===== config.mk =====
export PLATFORM = sky130hd
export DESIGN_NAME = dma_mc_ctrl
export DESIGN_NICKNAME = d
export VERILOG_FILES = /design/src/rtl/dma_mc_pkg.sv /design/src/rtl/dma_rr_arbiter.sv /design/src/rtl/dma_mc_ctrl.sv
export SDC_FILE = /design/constraint.sdc
export NUM_CORES = 2
export LEC_CHECK = 0
export ABC_AREA = 0
export CAP_MARGIN = 20
export CELL_PAD_IN_SITES_DETAIL_PLACEMENT = 0
export CELL_PAD_IN_SITES_GLOBAL_PLACEMENT = 2
export CORE_UTILIZATION = 44
export DETAILED_ROUTE_END_ITERATION = 10
export PLACE_DENSITY_LB_ADDON = 0.1
export SYNTH_ARGS = -nofsm -noshare
export SYNTH_HDL_FRONTEND = slang
export SYNTH_SLANG_ARGS = --single-unit

===== constraint.sdc =====
create_clock -name clk -period 27.1 [get_ports clk]
set_clock_uncertainty 0.1 [all_clocks]
set_input_delay 2.71 -clock clk [delete_from_list [all_inputs] [get_ports clk]]
set_output_delay 2.71 -clock clk [all_outputs]
set_load 0.05 [all_outputs]

===== src/rtl/dma_mc_pkg.sv =====
// rtl/dma_mc_pkg.sv - register map, control bits, FSM states and channel state type for the multi-channel DMA
package dma_mc_pkg;

    localparam int INTR_STATUS_OFS = 'h0;
    localparam int INTR_MASK_OFS   = 'h4;
    localparam int CH_STRIDE       = 'h10;

    localparam int CTRL_OFS = 'h0;
    localparam int SRC_OFS  = 'h4;
    localparam int DST_OFS  = 'h8;
    localparam int LEN_OFS  = 'hC;

    localparam int CTRL_START_BIT   = 0;
    localparam int CTRL_INC_SRC_BIT = 1;
    localparam int CTRL_INC_DST_BIT = 2;
    localparam int CTRL_ABORT_BIT   = 4;
    localparam int CTRL_BUSY_BIT    = 31;

    typedef enum logic {
        IDLE,
        ISSUE
    } dma_state_t;

    // abort_pend marks an abort that arrived while this channel's beat was on the port
    typedef struct packed {
        logic busy;
        logic inc_src;
        logic inc_dst;
        logic abort_pend;
    } ch_ctrl_t;

endpackage


===== src/rtl/dma_rr_arbiter.sv =====
// rtl/dma_rr_arbiter.sv - combinational round-robin pick of the first requester at or after a pointer
module dma_rr_arbiter #(
    parameter int NUM_CH = 4,
    parameter int CH_W   = 2
) (
    input  logic [NUM_CH-1:0] req,
    input  logic [CH_W-1:0]   ptr,
    output logic [CH_W-1:0]   gnt_idx,
    output logic              any_req
);

    // walk the channels starting at ptr, wrapping, and take the first one requesting
    always_comb begin
        int          j;
        logic [CH_W-1:0] jj;
        logic        found;
        j       = 0;
        jj      = '0;
        found   = 1'b0;
        gnt_idx = '0;
        for (int i = 0; i < NUM_CH; i++) begin
            j = int'(ptr) + i;
            if (j >= NUM_CH) j = j - NUM_CH;
            jj = CH_W'(j);
            if (!found && req[jj]) begin
                found   = 1'b1;
                gnt_idx = jj;
            end
        end
    end

    assign any_req = |req;

endmodule


===== src/rtl/dma_mc_ctrl.sv =====
// rtl/dma_mc_ctrl.sv - multi-channel DMA register block with round-robin single-beat transfer engine
module dma_mc_ctrl
    import dma_mc_pkg::*;
#(
    parameter int                    ADDR_WIDTH = 32,
    parameter int                    DATA_WIDTH = 32,
    parameter int                    NUM_CH     = 4,
    parameter int                    LEN_WIDTH  = 16,
    parameter logic [ADDR_WIDTH-1:0] BASE_ADDR  = 'h400
) (
    input  logic                  clk,
    input  logic                  reset,
    input  logic [ADDR_WIDTH-1:0] addr,
    input  logic                  wr_en,
    input  logic                  valid,
    input  logic [DATA_WIDTH-1:0] wdata,
    output logic [DATA_WIDTH-1:0] rdata,
    output logic                  rvalid,
    output logic                  xfer_valid,
    input  logic                  xfer_ready,
    output logic [ADDR_WIDTH-1:0] xfer_src,
    output logic [ADDR_WIDTH-1:0] xfer_dst,
    output logic [((NUM_CH > 1) ? $clog2(NUM_CH) : 1)-1:0] xfer_ch,
    output logic                  irq
);

    localparam int CH_W = (NUM_CH > 1) ? $clog2(NUM_CH) : 1;
    localparam logic [ADDR_WIDTH-1:0] STEP = ADDR_WIDTH'(DATA_WIDTH / 8);

    ch_ctrl_t              ctl    [NUM_CH];
    logic [ADDR_WIDTH-1:0] src_q  [NUM_CH];
    logic [ADDR_WIDTH-1:0] dst_q  [NUM_CH];
    logic [LEN_WIDTH-1:0]  len_q  [NUM_CH];
    logic [NUM_CH-1:0]     intr_status;
    logic [NUM_CH-1:0]     intr_mask;
    dma_state_t            state;
    logic [CH_W-1:0]       rr_ptr;

    logic [ADDR_WIDTH-1:0] off;
    int unsigned           blk;
    logic [3:0]            fld;
    logic                  ch_hit;
    logic [CH_W-1:0]       ch_idx;
    logic                  glb_status_hit;
    logic                  glb_mask_hit;
    logic                  wr_strobe;
    logic                  rd_strobe;
    logic [NUM_CH-1:0]     ch_wr;
    logic [NUM_CH-1:0]     abort_vec;
    logic [NUM_CH-1:0]     req_vec;
    logic [CH_W-1:0]       gnt_idx;
    logic                  any_req;
    logic [DATA_WIDTH-1:0] rd_val;

    assign wr_strobe      = valid & wr_en;
    assign rd_strobe      = valid & ~wr_en;
    assign off            = addr - BASE_ADDR;
    assign blk            = 32'(off / ADDR_WIDTH'(CH_STRIDE));
    assign fld            = off[3:0];
    assign ch_hit         = (blk >= 1) && (blk <= NUM_CH);
    assign ch_idx         = CH_W'(blk - 1);
    assign glb_status_hit = (off == ADDR_WIDTH'(INTR_STATUS_OFS));
    assign glb_mask_hit   = (off == ADDR_WIDTH'(INTR_MASK_OFS));

    // per-channel write strobes; an abort to a busy channel also removes it from arbitration this cycle
    always_comb begin
        ch_wr     = '0;
        abort_vec = '0;
        req_vec   = '0;
        for (int c = 0; c < NUM_CH; c++) begin
            ch_wr[c]     = wr_strobe && ch_hit && (ch_idx == CH_W'(c));
            abort_vec[c] = ch_wr[c] && (fld == 4'(CTRL_OFS)) && wdata[CTRL_ABORT_BIT] && ctl[c].busy;
            req_vec[c]   = ctl[c].busy && !abort_vec[c];
        end
    end

    dma_rr_arbiter #(
        .NUM_CH (NUM_CH),
        .CH_W   (CH_W)
    ) u_arb (
        .req     (req_vec),
        .ptr     (rr_ptr),
        .gnt_idx (gnt_idx),
        .any_req (any_req)
    );

    // read mux over the live register state; anything unmapped or misaligned reads 0
    always_comb begin
        rd_val = '0;
        if (glb_status_hit) begin
            rd_val = DATA_WIDTH'(intr_status);
        end else if (glb_mask_hit) begin
            rd_val = DATA_WIDTH'(intr_mask);
        end else if (ch_hit) begin
            if (fld == 4'(CTRL_OFS)) begin
                rd_val[CTRL_BUSY_BIT]    = ctl[ch_idx].busy;
                rd_val[CTRL_INC_SRC_BIT] = ctl[ch_idx].inc_src;
                rd_val[CTRL_INC_DST_BIT] = ctl[ch_idx].inc_dst;
            end else if (fld == 4'(SRC_OFS)) begin
                rd_val = DATA_WIDTH'(src_q[ch_idx]);
            end else if (fld == 4'(DST_OFS)) begin
                rd_val = DATA_WIDTH'(dst_q[ch_idx]);
            end else if (fld == 4'(LEN_OFS)) begin
                rd_val = DATA_WIDTH'(len_q[ch_idx]);
            end
        end
    end

    // register writes first, engine updates after so that the engine wins on a same-edge collision
    always_ff @(posedge clk or posedge reset) begin
        if (reset) begin
            for (int c = 0; c < NUM_CH; c++) begin
                ctl[c]   <= '0;
                src_q[c] <= '0;
                dst_q[c] <= '0;
                len_q[c] <= '0;
            end
            intr_status <= '0;
            intr_mask   <= '0;
            state       <= IDLE;
            rr_ptr      <= '0;
            xfer_valid  <= 1'b0;
            xfer_src    <= '0;
            xfer_dst    <= '0;
            xfer_ch     <= '0;
            rdata       <= '0;
            rvalid      <= 1'b0;
        end else begin
            rvalid <= rd_strobe;
            if (rd_strobe) rdata <= rd_val;

            if (wr_strobe && glb_status_hit) intr_status <= intr_status & ~wdata[NUM_CH-1:0];
            if (wr_strobe && glb_mask_hit)   intr_mask   <= wdata[NUM_CH-1:0];

            for (int c = 0; c < NUM_CH; c++) begin
                if (ch_wr[c]) begin
                    if (fld == 4'(CTRL_OFS)) begin
                        if (ctl[c].busy) begin
                            if (abort_vec[c]) begin
                                if (state == ISSUE && xfer_ch == CH_W'(c)) ctl[c].abort_pend <= 1'b1;
                                else ctl[c].busy <= 1'b0;
                            end
                        end else begin
                            ctl[c].inc_src <= wdata[CTRL_INC_SRC_BIT];
                            ctl[c].inc_dst <= wdata[CTRL_INC_DST_BIT];
                            if (wdata[CTRL_START_BIT] && !wdata[CTRL_ABORT_BIT]) begin
                                if (len_q[c] != '0) ctl[c].busy <= 1'b1;
                                else intr_status[c] <= 1'b1;
                            end
                        end
                    end else if (!ctl[c].busy) begin
                        if (fld == 4'(SRC_OFS)) src_q[c] <= ADDR_WIDTH'(wdata);
                        if (fld == 4'(DST_OFS)) dst_q[c] <= ADDR_WIDTH'(wdata);
                        if (fld == 4'(LEN_OFS)) len_q[c] <= wdata[LEN_WIDTH-1:0];
                    end
                end
            end

            case (state)
                IDLE: begin
                    if (any_req) begin
                        xfer_ch    <= gnt_idx;
                        xfer_src   <= src_q[gnt_idx];
                        xfer_dst   <= dst_q[gnt_idx];
                        xfer_valid <= 1'b1;
                        state      <= ISSUE;
                    end
                end
                ISSUE: begin
                    if (xfer_ready) begin
                        xfer_valid <= 1'b0;
                        state      <= IDLE;
                        if (ctl[xfer_ch].inc_src) src_q[xfer_ch] <= src_q[xfer_ch] + STEP;
                        if (ctl[xfer_ch].inc_dst) dst_q[xfer_ch] <= dst_q[xfer_ch] + STEP;
                        len_q[xfer_ch] <= len_q[xfer_ch] - LEN_WIDTH'(1);
                        if (len_q[xfer_ch] == LEN_WIDTH'(1)) begin
                            ctl[xfer_ch].busy    <= 1'b0;
                            intr_status[xfer_ch] <= 1'b1;
                        end else if (ctl[xfer_ch].abort_pend || abort_vec[xfer_ch]) begin
                            ctl[xfer_ch].busy <= 1'b0;
                        end
                        ctl[xfer_ch].abort_pend <= 1'b0;
                        if (xfer_ch == CH_W'(NUM_CH - 1)) rr_ptr <= '0;
                        else rr_ptr <= xfer_ch + CH_W'(1);
                    end
                end
                default: state <= IDLE;
            endcase
        end
    end

    assign irq = |(intr_status & intr_mask);

endmodule


## Yosys cells after proc, flatten, opt, wreduce, memory -nomap -nowiden

Index checks and enable logic that the tools add are counted.

| storage, ports and cells | value |
|---|---|
| register bits after elaboration | 447 |
| bits of input ports | 69 |
| output and inout bits | 101 |

| cells by class | value |
|---|---|
| add/subtract/negate cells | 13 |
| $lt $le $gt $ge | 16 |
| equal/unequal tests | 13 |
| muxes and demuxes | 213 |
| bitwise gates (word level) | 11 |
| reductions and logical operators | 56 |

Operator list:

| cell | count |
|---|---|
| 32-bit 2-to-1 mux | 50 |
| 128-bit 2-to-1 mux | 6 |
| 16-bit 2-to-1 mux | 28 |
| 32-bit binary-select mux with 2-bit select | 6 |
| 128-bit bitwise mux | 2 |
| 64-bit 2-to-1 mux | 2 |
| 1-bit 2-to-1 mux | 68 |
| 32-bit by 3-bit adder with 32-bit output (second input constant) | 2 |
| 16-bit binary-select mux with 2-bit select | 2 |
| 64-bit bitwise mux | 1 |
| 32-bit demux with 2-bit select | 1 |
| 16-bit nonzero test | 4 |
| 4-bit 2-to-1 mux | 15 |
| 1-bit logical AND | 34 |
| 16-bit bitwise mux | 2 |
| 16-bit demux with 2-bit select | 1 |
| 32-bit by 3-bit equality test with 1-bit output (second input constant) | 1 |
| 32-bit logical NOT | 1 |
| 32-bit by 11-bit subtractor with 32-bit output (second input constant) | 1 |
| 28-bit by 1-bit greater-or-equal comparator with 1-bit output (second input constant) | 1 |
| 28-bit by 3-bit less-or-equal comparator with 1-bit output (second input constant) | 1 |
| 2-bit 2-to-1 mux | 14 |
| 28-bit 2-to-1 mux | 1 |
| 3-bit greater-or-equal comparator (second input constant) | 6 |
| 33 further kinds | 72 |

## Logic depth before layout (Yosys ltp)

| depth | value |
|---|---|
| word-level depth | 26 |
| mapped depth | 16 |
| depth with buffers taken out | 10 |

## By module

From an unflattened synthesis, not the netlist that was laid out.

| unflattened totals | value |
|---|---|
| cell total of the unflattened synthesis | 2223 |
| area total of the unflattened synthesis | 28026.9 um^2 |

By module, submodules not included:

| module | instances | cells each | area an instance (um^2) | sequential area each (um^2) |
|---|---|---|---|---|
| dma_mc_ctrl | 1 | 2208 | 27949.3 | 11185.7 |
| dma_rr_arbiter | 1 | 15 | 77.6 | 0.0 |

## Least setup slack after synthesis

No wires, ideal clock.

| timing | value |
|---|---|
| path kind | input-to-reg |
| start point | input port addr[4] |
| end point | register xfer_dst[10] |
| library setup time | 0.142 ns |
| arrival time | 6.310 ns |
| data required time | 26.858 ns |
| slack | 20.548 ns |
| stages | 15 |
| path buffers | 6 |
| cells stage by stage | buf_2 buf_1 buf_1 inv_1 ha_1 a22o_1 or3_4 o31ai_2 o22ai_1 a311o_1 clkbuf_1 buf_6 buf_6 mux2i_1 o221ai_1 |

| between the ends | value |
|---|---|
| cells in the longest elaborated chain, start to end | 26 |
| elaborated cells on any way between the ends | 61 |

RTL lines:

| element | line | RTL |
|---|---|---|
| from (decl) | dma_mc_ctrl.sv:13 | `input logic [ADDR_WIDTH-1:0] addr,` |
| 32-bit by 11-bit subtractor with 32-bit output (*) | dma_mc_ctrl.sv:57 | `assign off = addr - BASE_ADDR;` |
| 28-bit by 1-bit greater-or-equal comparator with 1-bit output or 28-bit by 3-bit less-or-equal comparator with 1-bit output (tied branches) | dma_mc_ctrl.sv:60 | `assign ch_hit = (blk >= 1) && (blk <= NUM_CH);` |
| 1-bit logical AND | dma_mc_ctrl.sv:60 |  |
| 1-bit logical AND (2 in series) | dma_mc_ctrl.sv:71 | `ch_wr[c] = wr_strobe && ch_hit && (ch_idx == CH_W'(c));` |
| 1-bit logical AND (3 in series) | dma_mc_ctrl.sv:72 | `abort_vec[c] = ch_wr[c] && (fld == 4'(CTRL_OFS)) && wdata[CTRL_ABORT_BIT] && ctl[c].busy;` |
| 1-bit logical NOT | dma_mc_ctrl.sv:73 | `req_vec[c] = ctl[c].busy && !abort_vec[c];` |
| 1-bit logical AND | dma_mc_ctrl.sv:73 |  |
| 1-bit binary-select mux with 2-bit select | dma_rr_arbiter.sv:25 | `if (!found && req[jj]) begin` |
| (+6 left out) | - |  |
| 1-bit logical AND | dma_rr_arbiter.sv:25 |  |
| 1-bit 2-to-1 mux | dma_rr_arbiter.sv:25 |  |
| 1-bit logical NOT | dma_rr_arbiter.sv:25 |  |
| 1-bit logical AND | dma_rr_arbiter.sv:25 |  |
| 2-bit 2-to-1 mux | dma_rr_arbiter.sv:25 |  |
| 2-bit inverter with 3-bit output (implied by the code) | dma_mc_ctrl.sv:164 | `xfer_dst <= dst_q[gnt_idx];` |
| 32-bit binary-select mux with 2-bit select | dma_mc_ctrl.sv:164 |  |
| 32-bit 2-to-1 mux (implied by the code) (2 in series) | dma_mc_ctrl.sv:164 |  |
| to (signal assigned) | dma_mc_ctrl.sv:164 |  |
| to (decl) | dma_mc_ctrl.sv:22 | `output logic [ADDR_WIDTH-1:0] xfer_dst,` |

Every way passes the cells marked *; elsewhere a longest branch is shown, timed or not. The select of a mux whose other input is x is not followed.
A chain may end at the register's enable or synchronous reset.

## Worst setup path in the final report

| timing | value |
|---|---|
| start point | input port addr[3] |
| end point | register xfer_src[7] |

| between the ends | value |
|---|---|
| cells in the longest elaborated chain, start to end | 26 |
| elaborated cells on any way between the ends | 62 |

RTL lines:

| element | line | RTL |
|---|---|---|
| 32-bit by 11-bit subtractor with 32-bit output (*) | dma_mc_ctrl.sv:57 |  |
| 28-bit by 1-bit greater-or-equal comparator with 1-bit output or 28-bit by 3-bit less-or-equal comparator with 1-bit output (tied branches) | dma_mc_ctrl.sv:60 |  |
| 1-bit logical AND | dma_mc_ctrl.sv:60 |  |
| 1-bit logical AND (2 in series) | dma_mc_ctrl.sv:71 |  |
| 1-bit logical AND (3 in series) | dma_mc_ctrl.sv:72 |  |
| 1-bit logical NOT | dma_mc_ctrl.sv:73 |  |
| 1-bit logical AND | dma_mc_ctrl.sv:73 |  |
| 1-bit binary-select mux with 2-bit select | dma_rr_arbiter.sv:25 |  |
| (+6 left out) | - |  |
| 1-bit logical AND | dma_rr_arbiter.sv:25 |  |
| 1-bit 2-to-1 mux | dma_rr_arbiter.sv:25 |  |
| 1-bit logical NOT | dma_rr_arbiter.sv:25 |  |
| 1-bit logical AND | dma_rr_arbiter.sv:25 |  |
| 2-bit 2-to-1 mux | dma_rr_arbiter.sv:25 |  |
| 2-bit inverter with 3-bit output (implied by the code) | dma_mc_ctrl.sv:163 | `xfer_src <= src_q[gnt_idx];` |
| 32-bit binary-select mux with 2-bit select | dma_mc_ctrl.sv:163 |  |
| 32-bit 2-to-1 mux (implied by the code) (2 in series) | dma_mc_ctrl.sv:163 |  |
| to (signal assigned) | dma_mc_ctrl.sv:163 |  |
| to (decl) | dma_mc_ctrl.sv:21 | `output logic [ADDR_WIDTH-1:0] xfer_src,` |

Marks and branches as above.

==> flow_metrics.tcl <==
set metrics [dict create \
    clock.fmax_ghz 0.132 \
    grt_max_degree 160 \
    wire_length_of_the_first_global_routing_pass_um 148000 \
    pin_slew_with_the_least_headroom_to_its_limit_ps 1160 \
    cts_htree_levels 2 \
    fp.dieW_um 254 \
    synth_most_common_cell "mux2i_1" \
    netlist-cell-type-count 65 \
    tritoncts.num_buffers 54 \
    cts_setup_buffers 0 \
    antenna_found_initial 0 \
    hold_violations 0 \
    initial_utilization_pct 44.9 \
    routed_wirelength_um 99100 \
    layout_overhead_on_the_synthesized_area_pct 13.8 \
    total_power_mw 1.50 \
    floorplan.die_area_um2 64400 \
    area_share_of_and_or_nand_nor_cells_after_synthesis_pct 10.3 \
    post_synth_mux_area_share_pct 33.7 \
    worst_setup_path_end_kind "flop" \
    groute.usage.overall_pct 31.1 \
    cts_tree "built" \
    postCtsHoldBufs 0 \
    total_leakage_power_nw 14.4 \
    yosysTopAreaCell "dfrtp_1" \
    nNetsFinal 2637 \
    timing.critical_path.from_type "primary input" \
    max_cap_viol_count 0 \
    synth_fa_ha_area_share_pct 0.628 \
    postLayoutCellArea_um2 31800 \
    layout_min_cycle_time_ps 7600 \
    clk_root_buffer_cell "clkbuf_16" \
    post_synth_most_frequent_cells "mux2i_1 (451), dfrtp_1 (447), nand2_1 (318)" \
    powerDensity_nw_per_um2 47.2 \
    tns_ps 0 \
    1st_iter_drt_viols 2127 \
    clkLatencyLatePin_ps 620 \
    fill_cells 5574 \
    portBuffers 169 \
    ctsResizeCount 0 \
    vias 22000 \
    antenna_left 0 \
    hp-class "flop to flop" \
    maxSlewViolCount 0 \
    netlist_area_um2 27900 \
    synth-warning-count 0 \
    arrival_ps 7940 \
    drt_pass1_iterations 5 \
    path_max_fanout 59 \
    drt_drc_violations_left 0 \
    synth-seq-area-share_pct 40.1 \
    routed_wire_length_per_instance_um 28.9 \
    ys.flop_type "dfrtp_1" \
    combinational_family_with_the_most_area_after_synthesis "multiplexers" \
    status "complete, no violations" \
    share_of_cells_above_drive_strength_1_pct 16.7 \
    fp.dieH_um 254 \
    synth_cells 2496 \
    setup_viol_count_final 0 \
    non_filler_cells_in_the_finished_layout 3428 \
    placed_cell_area_um2 30000 \
    globalplace.congestion 0.873 \
    unrepaired_setup_endpoints_after_global_routing "no" \
    place.detailed.hpwl_um 59500 \
    synth_xor_xnor_area_share_pct 2.23 \
    worst_ep_required_time_ps 27440 \
    post-synth-top-area-fraction_pct 40.1 \
    maxSlewHeadroom_pct 22.6 \
    synth.ff_latch_count 447 \
    first_global_vias 21900 \
    placementRows 91 \
    antennaDiodeCount 0 \
    vdd_drop_max_mv 0.0401 \
    num_io_pins 170 \
    ys_async_sr_fraction_pct 100 \
    average_cell_area_after_synthesis_um2 11.2 \
    mappedNetlistNets 2579 \
    timing.setup.critical_path_class "primary input to flop" \
    synth-edff-count 0 \
    vias_per_cell 6.41 \
    clock_sinks 447 \
    coreArea_um2 62200 \
    complex_gate_fraction_of_the_synthesized_area_pct 9.00 \
    clk_pin_slew_worst_paths_ps 50 \
    overflow 0 \
    dp.cells 3335 \
    synth.area.top_cells "dfrtp_1 (40%), mux2i_1 (16%), mux4_2 (13%)" \
    clock_tree.buffer_depth 3 \
    post_route_fraction_of_the_period_consumed_by_the_critical_path_pct 28.0 \
]
-- layout make-up --
type / instances / area (um2) / share of cell area [%]
sequential: 447 / 11200 / 35.2
inverter: 22 / 90.1 / 0.284
clock inverter: 9 / 114 / 0.359
tap: 837 / 1050 / 3.30
timing repair buffer: 209 / 2010 / 6.32
multi-input combinational: 1820 / 15700 / 49.4
clock buffer: 84 / 1620 / 5.09
-- kinds of logic (layout without fill, tap and decap cells) --
| kind of cell | Yosys count | after routing |
|---|---|---|
| simple gates | 620 | 620 |
| mux | 720 | 720 |
| xor+xnor | 71 | 71 |
| compound gates | 395 | 395 |
| fa+ha+maj | 14 | 14 |
| buf+inv | 229 | 324 |
| flops | 447 | 447 |
-- cells in the final DEF, fill, tap and decap left out, types with 5 or more instances in the layout --
cell type,instances
clkdlybuf4s50_1,168
xor2_1,37
nand2_1,308
a21oi_1,77
inv_1,21
nor4_4,5
a22o_1,16
and2_1,11
nand4_1,23
mux2i_1,451
nor3_2,5
nand3b_1,8
and3_1,9
nor4_1,26
mux2_2,104
clkinv_2,5
o221ai_1,64
a31oi_1,43
o22ai_1,6
ha_1,13
nand2_4,7
o21ai_0,134
buf_4,39
clkbuf_1,16
nand3_1,18
nor2_1,135
clkbuf_16,55
a22oi_1,33
dfrtp_1,445
xnor2_1,34
nor2b_1,6
mux4_2,165
nor3_1,14
clkbuf_8,13
-- power by group --
part,total (mW),switching (mW),internal (mW)
clock network,0.732,0.307,0.425
registers,0.676,0.00459,0.671
logic,0.0909,0.0601,0.0308
-- worst max-delay path, stage by stage --
cell	delay, ps
clkdlybuf4s50_1	410
buf_4	260
nor4_4	600
nand2_2	170
nor3_2	390
a31oi_1	230
inv_1	100
a311o_2	580
buf_4	890
buf_4	1000
mux2i_1	300
o221ai_1	150
-- worst paths after layout --
path	startpoint	endpoint	slack, ps	cells past startpoint
worst max-delay path	addr[3]	xfer_src[7]$_DFFE_PP0P_	19500	12
worst min-delay path	rdata[27]$_DFFE_PP0P_	rdata[27]$_DFFE_PP0P_	380	2
worst max register to register	xfer_ch[1]$_DFFE_PP0P_	ctl[15]$_DFF_PP0_	22310	8
worst min register to register	rdata[27]$_DFFE_PP0P_	rdata[27]$_DFFE_PP0P_	380	2
max in group asynchronous	reset	xfer_ch[0]$_DFFE_PP0P_	21990	4
min in group asynchronous	reset	xfer_valid$_DFFE_PP0P_	2460	2
-- state kept, by name, summed over array words and instances, names as in the netlist, named ones only --
register     count
state            1
xfer_src        32
intr_status      4
ctl              8
intr_mask        4
rdata           32
rr_ptr           2
rvalid           1
len_q           64
xfer_dst        32
xfer_ch          2
dst_q          128
xfer_valid       1
src_q          128
-- stage by stage --
step                utilization (%)  setup slack (ps)  hold slack, ps
CTS                            51.1             19610             385
global placement               48.3             19140             363
finish                         51.1             19500             378
detailed placement             48.3             18950             373
floorplan                         -             11830             357
global route                   51.1             19320             407
-- routing by layer --
layer | vias up | wire (um) | GRT usage (%)
met1 | 11400 | 43300 | 43.9
li1 | 9417 | - | -
met5 | - | 0 | 0
met3 | 167 | 6850 | 4.89
met2 | 931 | 45900 | 48.8
met4 | 0 | 2980 | 9.95
Note: power is estimated with default switching activity, not from simulation.
==> patch (same settings) <==
Change the parameter `ADDR_WIDTH` from 32 to 36.
--- a/src/rtl/dma_mc_ctrl.sv
+++ b/src/rtl/dma_mc_ctrl.sv
@@ -3,5 +3,5 @@
     import dma_mc_pkg::*;
 #(
-    parameter int                    ADDR_WIDTH = 32,
+    parameter int                    ADDR_WIDTH = 36,
     parameter int                    DATA_WIDTH = 32,
     parameter int                    NUM_CH     = 4,
Interface: changed (resized addr, xfer_dst and xfer_src); port bits go from 170 to 182. No check against the original RTL was run, so the function may have changed too.
==> patch against the unedited design <==
  * Sequential share of layout area is 0.46 points higher
  * Sequential cell count is 40 higher
  * Worst hold slack worse by 0.0041 ns
  * Area after synthesis is 7.7% higher
  * Largest power group unchanged
  * Power is 15% higher
  * Synthesized cell count is 12% higher
  * Routed wire length is 8.1% higher
  * Cell area is 7.5% higher
  * Setup slack worse by 0.37 ns
  * Maximum frequency is 4.7% lower
==> patch: results <==
[power_and_ir_drop]
power_mw = 1.729
p_clk_frac = 0.464
p_int_mw = 1.277
p_leak_nw = 13.97
ir_drop_uv = 50.29
p_comb_uw = 172

[clocking]
clock_latency_ns = 0.64
clockBufferDepth = 3
path_clk_slew_ns = 0.06
clock-root-buffer = clkbuf_16
htreeDepth = 2
cts_buffers = 57
post_cts_resized = 0
cts_setup_buffers = 0

[layout]
final_layout_size_suffix_gt1_frac = 0.1383
nFillCells = 6015
reg_top3 = dst_q (144), src_q (144), len_q (64)

[placed_design]
place_area_sq_um = 32210
hpwlAfterDp_mm = 67.29
gp_congestion = 0.8736
dp.cells = 3659
io_buffers = 181
dp_slack_ns = 18.48

[worst_setup_path]
cpPeakStageDelay_ns = 0.66
r2r-start = xfer_ch[0]
r2r-end = dst_q[138]
cp-endpoint = xfer_dst[8]
critPathSlowestCell = buf_4
r2r_slack_ns = 21.71
cp_top_family = simple AND/OR/NAND/NOR gates
rr_worst_depth = 9
cp.arrival_ns = 8.32
path_max_fanout = 53
crit_start = addr[4]

[routing]
vias_per_cell = 6.382
drtIter0Drc = 2193
wl_per_cell_microns = 28.42
drt_wl_total_mm = 107.1
first_pass_iters = 5

[grt]
antenna_found_initial = 1
grt_pass1_vias = 24020
grtUsageTotal = 0.3072
grt_pass1_wl_mm = 160.4
grt_max_degree = 120
grt-ovfl-total = 0

[sta]
min_period_ns = 7.970
fin_tns_setup_ns = 0
slew_headroom = 0.2740

[status]
status = finished clean

[synthesis]
synth.yosys.seq_area_share = 0.4054
synthCells = 2798
yosysUniqueCellTypes = 74
ys_warn_count = 0
ys_async_sr_fraction = 1.000
ys_top_cells_by_area = dfrtp_1 (41%), mux2i_1 (14%), mux4_2 (13%), nand2_1 (5.2%), o21ai_0 (2.4%)
yosys-top-cells-count = dfrtp_1 (487), mux2i_1 (431), nand2_1 (417), mux4_2 (174), o21ai_0 (144)
syn_nets = 2885

[worst_hold_path]
hp-class = flop to flop
min_path_cells = 1
-- patch: cell types whose count changed in the layout (fill, tap and decap cells not counted), moves of 14 or more --
cell,unedited run,this run
nand3_1,18,65
a22o_1,16,2
a211oi_1,3,74
nand2_1,308,413
a21oi_1,77,94
mux2_2,104,30
mux2i_1,451,431
nor2_1,135,109
nor2b_1,6,79
dfrtp_1,445,485
-- patch: kinds of logic after synthesis --
group,synth area share
AO/OA/AOI/OAI,0.1059
buffers and inverters,0.04478
AND/OR/NAND/NOR,0.1303
XOR/XNOR,0.02272
multiplexers,0.2851
adder cells (fa/ha/maj),0.005827
flip-flops,0.4054
-- patch: cell type report --
type / instances / area [sq um] / share of cell area
antenna: 1 / 2.502 / 0.00007326
clock buffer: 92 / 1810 / 0.05301
clock inverter: 15 / 128.9 / 0.003773
inverter: 26 / 105.1 / 0.003077
multi-input combinational: 2044 / 16650 / 0.4875
sequential: 487 / 12190 / 0.3570
tap: 873 / 1092 / 0.03198
timing repair buffer: 229 / 2173 / 0.06363
-- patch: per-layer routing --
| layer | track usage | vias up | routed length (microns) |
|---|---|---|---|
| li1 | - | 10460 | - |
| met1 | 0.4385 | 12500 | 47210 |
| met2 | 0.4891 | 948 | 50130 |
| met3 | 0.04471 | 134 | 7332 |
| met4 | 0.08203 | 0 | 2402 |
| met5 | 0 | - | 0 |
-- patch: how the worst min path moves through the flow --
stage	from	endpoint	slack, ns
floorplan	rr_ptr[0]	rr_ptr[0]	0.35
global placement	rdata[2]	rdata[2]	0.36
detailed placement	rdata[31]	rdata[31]	0.36
CTS	rdata[31]	rdata[31]	0.38
global route	xfer_src[30]	xfer_src[30]	0.41
finish	rdata[31]	rdata[31]	0.37
